<file path="src/rtl/mdr_pkg.sv">
// Shared types and constants for the Memory Data Register and its memory handshake.
// Optional timeout support is enabled by defining MDR_TIMEOUT_EN.
package mdr_pkg;

  localparam int MDR_ADDR_W = 9;
  localparam int MDR_DATA_W = 32;

  // Bus multiplexer select code that routes MDR onto the internal bus.
  localparam logic [4:0] MDR_BUS_SEL = 5'b10101;

  typedef enum logic [1:0] {
    IDLE    = 2'd0,
    RD_WAIT = 2'd1,
    WR_WAIT = 2'd2
  } mdrState_e;

endpackage

</file>
<file path="src/rtl/mdr_wait_timer.sv">
// Clear/enable wait-state counter; 'expire' flags the wait cycle that reaches LIMIT.
// Used by mdr_mem_if only when MDR_TIMEOUT_EN is defined.
module mdr_wait_timer
  import mdr_pkg::*;
#(
  parameter int LIMIT = 16
) (
  input  logic clock,
  input  logic reset_n,
  input  logic clear,
  input  logic enable,
  output logic expire
);

  localparam int CountW = $clog2(LIMIT + 1);

  logic [CountW-1:0] waitCount;

  always_ff @(posedge clock or negedge reset_n) begin
    if (!reset_n) begin
      waitCount <= '0;
    end else if (clear) begin
      waitCount <= '0;
    end else if (enable) begin
      waitCount <= waitCount + 1'b1;
    end
  end

  // Counter holds the number of completed idle waits, so LIMIT-1 means this is the last one.
  assign expire = enable && (waitCount == CountW'(LIMIT - 1));

endmodule

</file>
<file path="src/rtl/mdr_mem_if.sv">
// Memory Data Register with single-word read/write handshake sequencer toward data memory.
// Define MDR_TIMEOUT_EN to bound wait states by TIMEOUT_CYCLES and report aborts on err.
module mdr_mem_if
  import mdr_pkg::*;
#(
  parameter int ADDR_W         = MDR_ADDR_W,
  parameter int DATA_W         = MDR_DATA_W,
  parameter int TIMEOUT_CYCLES = 16
) (
  input  logic              clock,
  input  logic              reset_n,
  input  logic [DATA_W-1:0] bus_in,
  input  logic              mdr_in,
  input  logic              rd_start,
  input  logic              wr_start,
  input  logic [ADDR_W-1:0] addr,
  input  logic [DATA_W-1:0] mem_rdata,
  input  logic              mem_ack,
  output logic [DATA_W-1:0] mdr_out,
  output logic [ADDR_W-1:0] mem_addr,
  output logic [DATA_W-1:0] mem_wdata,
  output logic              mem_rd,
  output logic              mem_wr,
  output logic              busy,
  output logic              done,
  output logic              err
);

  mdrState_e         state;
  mdrState_e         stateNext;
  logic [DATA_W-1:0] mdrNext;
  logic [ADDR_W-1:0] addrNext;
  logic              rdNext;
  logic              wrNext;
  logic              busyNext;
  logic              doneNext;
  logic              timeout;

`ifdef MDR_TIMEOUT_EN
  logic waitClear;
  logic waitEnable;
  logic errNext;

  assign waitClear  = (state == IDLE);
  assign waitEnable = (state != IDLE) && !mem_ack;

  mdr_wait_timer #(
    .LIMIT(TIMEOUT_CYCLES)
  ) uWaitTimer (
    .clock  (clock),
    .reset_n(reset_n),
    .clear  (waitClear),
    .enable (waitEnable),
    .expire (timeout)
  );

  // Sticky until the next accepted transaction; a same-cycle ack never reaches here.
  always_comb begin
    errNext = err;
    if ((state == IDLE) && (rd_start || wr_start)) begin
      errNext = 1'b0;
    end else if (timeout) begin
      errNext = 1'b1;
    end
  end

  always_ff @(posedge clock or negedge reset_n) begin
    if (!reset_n) begin
      err <= 1'b0;
    end else begin
      err <= errNext;
    end
  end
`else
  assign timeout = 1'b0;
  assign err     = 1'b0;
`endif

  always_comb begin
    stateNext = state;
    mdrNext   = mdr_out;
    addrNext  = mem_addr;
    rdNext    = 1'b0;
    wrNext    = 1'b0;
    busyNext  = 1'b0;
    doneNext  = 1'b0;
    unique case (state)
      IDLE: begin
        if (rd_start) begin
          stateNext = RD_WAIT;
          addrNext  = addr;
          rdNext    = 1'b1;
          busyNext  = 1'b1;
        end else if (wr_start) begin
          stateNext = WR_WAIT;
          addrNext  = addr;
          wrNext    = 1'b1;
          busyNext  = 1'b1;
        end else if (mdr_in) begin
          mdrNext = bus_in;
        end
      end
      RD_WAIT: begin
        if (mem_ack) begin
          mdrNext   = mem_rdata;
          stateNext = IDLE;
          doneNext  = 1'b1;
        end else if (timeout) begin
          stateNext = IDLE;
          doneNext  = 1'b1;
        end else begin
          rdNext   = 1'b1;
          busyNext = 1'b1;
        end
      end
      WR_WAIT: begin
        if (mem_ack || timeout) begin
          stateNext = IDLE;
          doneNext  = 1'b1;
        end else begin
          wrNext   = 1'b1;
          busyNext = 1'b1;
        end
      end
      default: begin
        stateNext = IDLE;
      end
    endcase
  end

  always_ff @(posedge clock or negedge reset_n) begin
    if (!reset_n) begin
      state <= IDLE;
    end else begin
      state <= stateNext;
    end
  end

  // Every handshake output is a register so memory never sees combinational glitches.
  always_ff @(posedge clock or negedge reset_n) begin
    if (!reset_n) begin
      mdr_out  <= '0;
      mem_addr <= '0;
      mem_rd   <= 1'b0;
      mem_wr   <= 1'b0;
      busy     <= 1'b0;
      done     <= 1'b0;
    end else begin
      mdr_out  <= mdrNext;
      mem_addr <= addrNext;
      mem_rd   <= rdNext;
      mem_wr   <= wrNext;
      busy     <= busyNext;
      done     <= doneNext;
    end
  end

  assign mem_wdata = mdr_out;

endmodule

</file>
<file path="config.mk">
export PLATFORM = sky130hd
export DESIGN_NAME = mdr_mem_if
export DESIGN_NICKNAME = d
export VERILOG_FILES = /design/src/rtl/mdr_pkg.sv /design/src/rtl/mdr_wait_timer.sv /design/src/rtl/mdr_mem_if.sv
export SDC_FILE = /design/constraint.sdc
export NUM_CORES = 1
export LEC_CHECK = 0
export BUFFER_PORTS_ARGS = -buffer_cell sky130_fd_sc_hd__buf_4
export CORE_MARGIN = 3
export CORE_UTILIZATION = 30
export DETAILED_ROUTE_END_ITERATION = 10
export SLEW_MARGIN = 10
export SYNTH_ARGS = -nofsm -noshare
export SYNTH_HDL_FRONTEND = slang
export SYNTH_SLANG_ARGS = --single-unit
</file>
<file path="constraint.sdc">
create_clock -name clock -period 2.7 [get_ports clock]
set_input_delay 0.54 -clock clock [delete_from_list [all_inputs] [get_ports clock]]
set_output_delay 0.54 -clock clock [all_outputs]
set_load 0.01 [all_outputs]
</file>
==> results_dict.tcl <==
set metrics [dict create \
    routed_wl_um 6780 \
    overflow 0 \
    grt_pass1_vias 2100 \
    antenna_found_initial 0 \
    ir_worst_vdd_uv 581 \
    hold_class "input port to async pin" \
    finalSetupViolations 0 \
    area_growth_pct 40.2 \
    grt_max_degree 48 \
    syn-cell-area_um2 2710 \
    cellLeakagePower_nw 1.70 \
    ios 157 \
    coreArea_um2 8720 \
    drive_above_1_share 0.581 \
    r2r_slack_ps 490 \
    startpoint_type "flip-flop" \
    clockBufferDepth 2 \
    die-area_um2 10200 \
    drc_errors 0 \
    num_antenna_cells 0 \
    vias 2149 \
    post_cts_buffers 0 \
    synth.ff_latch_count 47 \
    status "finished clean" \
    cts_tree "built" \
    grt_busiest_layer "met2" \
    cts_sinks 47 \
    synth_fp_nets 314 \
    worstPathArrival_ps 2360 \
    cts_root_buf "clkbuf_8" \
    finalCriticalPeriod_ps 2210 \
    die_h_um 101 \
    cp-end-kind "flip-flop" \
    max_slew.worst_pin.slew_ps 671 \
    rsz0062_at_grt "false" \
    period_share 0.817 \
    hold_buffers 0 \
    r2r_start "state[0]" \
    regArea_um2 1180 \
    dp_hpwl_um 4900 \
    place_congestion 0.658 \
    clock.fmax_ghz 0.453 \
    numCtsBuffers 5 \
    drv_cap 0 \
    path_class "flip-flop to flip-flop" \
    multi_input_area_um2 1160 \
    critPathMaxFanout 33 \
    drt-wirelength-per-cell_um 15.0 \
    final_net_count 427 \
    slew-limit-headroom 0.553 \
    yosysWarnings 0 \
    finalPower_mw 4.75 \
    clk_latency_ps 290 \
    drt_iter0_drc 50 \
    final_common_cell "buf_4" \
    grtUsageTotal 0.126 \
    die_w_um 101 \
    cts.htree.levels 2 \
    hold_violations 0 \
    use_met2 0.224 \
    crit_start "state[0]" \
    use_met3 0.0298 \
    synth_cell_types 25 \
    syn_inst 230 \
    synth_area_per_cell_um2 11.8 \
    rows 34 \
    start_util 0.310 \
    power_density_nw_per_um2 1250 \
    clock_skew_ps 3.76 \
    numPortBuffers 155 \
    filler_cell_count 849 \
    grt_pass1_wl_um 10300 \
    drt_first_pass_iters 4 \
    worstSetupEndpoint "mdr_out[28]" \
    slew_violations 0 \
    synth_seq_area_share 0.435 \
    r2r_end "mdr_out[28]" \
    grt_util_met1 0.153 \
    ant_nets 0 \
    ctsResizeCount 0 \
    critPathRequiredTime_ps 2850 \
    clk_pin_slew_ps 90 \
    reg2regPathDepth 5 \
    final_cell_mix "158 x buf_4, 47 x dfrtp_1, 32 x mux2i_1, 32 x a31oi_1, 20 x a21oi_2" \
    viasPerCell 4.75 \
    tns_ps 0 \
]
critical path: stages, from the launching register on:
cell and delay [ps]:
dfrtp_1 420, inv_1 120, ha_1 260, mux2_4 420
and3_4 700, a21oi_1 130
sequential cells by signal (all words and copies together) (netlist names):
| register | flops |
|---|---|
| busy | 1 |
| mem_rd | 1 |
| mdr_out | 32 |
| mem_wr | 1 |
| mem_addr | 9 |
| done | 1 |
| state | 2 |
through the flow:
step / util / instance area (µm²) / setup WS [ps] / std cells / hold WS, ps
after floorplan: - / 2710 / 984 / 230 / 244
after global placement: 0.421 / 3670 / 566 / 444 / 479
after detailed placement: 0.421 / 3670 / 490 / 444 / 484
after CTS: 0.435 / 3790 / 472 / 452 / 267
after global routing: 0.435 / 3790 / 367 / 452 / 284
final: 0.435 / 3790 / 494 / 452 / 251
report_power, final:
part           internal, mW  leakage (nW)  switching [mW]  total [mW]
Combinational          1.38          1.11            1.51        2.89
Clock                 0.300        0.0612           0.231       0.531
Sequential             1.06         0.532           0.264        1.33
final cells by class:
| type | count | share of cell area |
|---|---|---|
| Timing Repair Buffer | 158 | 0.313 |
| Tap cell | 108 | 0.0356 |
| Clock inverter | 2 | 0.00924 |
| Sequential cell | 47 | 0.310 |
| Inverter | 4 | 0.00396 |
| Clock buffer | 6 | 0.0218 |
| Multi-Input combinational cell | 127 | 0.306 |
cells in the mapped netlist:
library cell  number  share of area
dfrtp_1           47           0.43
buf_4             33          0.092
a31oi_1           32          0.074
mux2i_1           32           0.12
a21oi_2           20          0.065
a21oi_4           10          0.060
clkbuf_1           9          0.012
mux2_1             9          0.037
a21oi_1            5         0.0092
ha_1               5          0.023
buf_2              4         0.0074
buf_6              4          0.017
inv_1              4         0.0055
nand2b_1           3         0.0069
o211ai_1           2         0.0055
o21ai_1            2         0.0037
a32o_1             1         0.0037
and2_1             1         0.0023
and3_4             1         0.0042
buf_1              1         0.0014
buf_8              1         0.0055
conb_1             1         0.0014
mux2_4             1         0.0055
o21ai_0            1         0.0018
o22ai_1            1         0.0023
worst min-delay path by stage:
stage                 from           to  slack, ps
3_3_place_gp   mem_addr[7]  mem_addr[7]        480
6_report           reset_n  mdr_out[12]        250
5_1_grt            reset_n  mdr_out[12]        280
4_1_cts            reset_n  mdr_out[14]        270
3_5_place_dp   mem_addr[7]  mem_addr[7]        480
2_1_floorplan      reset_n         busy        240
cells by family (layout without fill, tap and decap cells):
family                   after synthesis  in the layout  synth area share
other                                  1              1           0.00139
multiplexers                          42             42             0.161
AO/OA/AOI/OAI                         74             74             0.225
flip-flops                            47             47             0.435
AND/OR/NAND/NOR                        5              5            0.0134
adder cells (fa/ha/maj)                5              5            0.0231
buffers and inverters                 56            170             0.141
layer usage:
| layer | share of wire | wire, µm | vias up |
|---|---|---|---|
| li1 | - | - | 1022 |
| met1 | 0.41 | 2770 | 1034 |
| met2 | 0.51 | 3450 | 90 |
| met3 | 0.076 | 515 | 3 |
| met4 | 0.0053 | 36 | 0 |
| met5 | 0 | 0 | - |
Note: power is estimated with default switching activity, not from simulation.
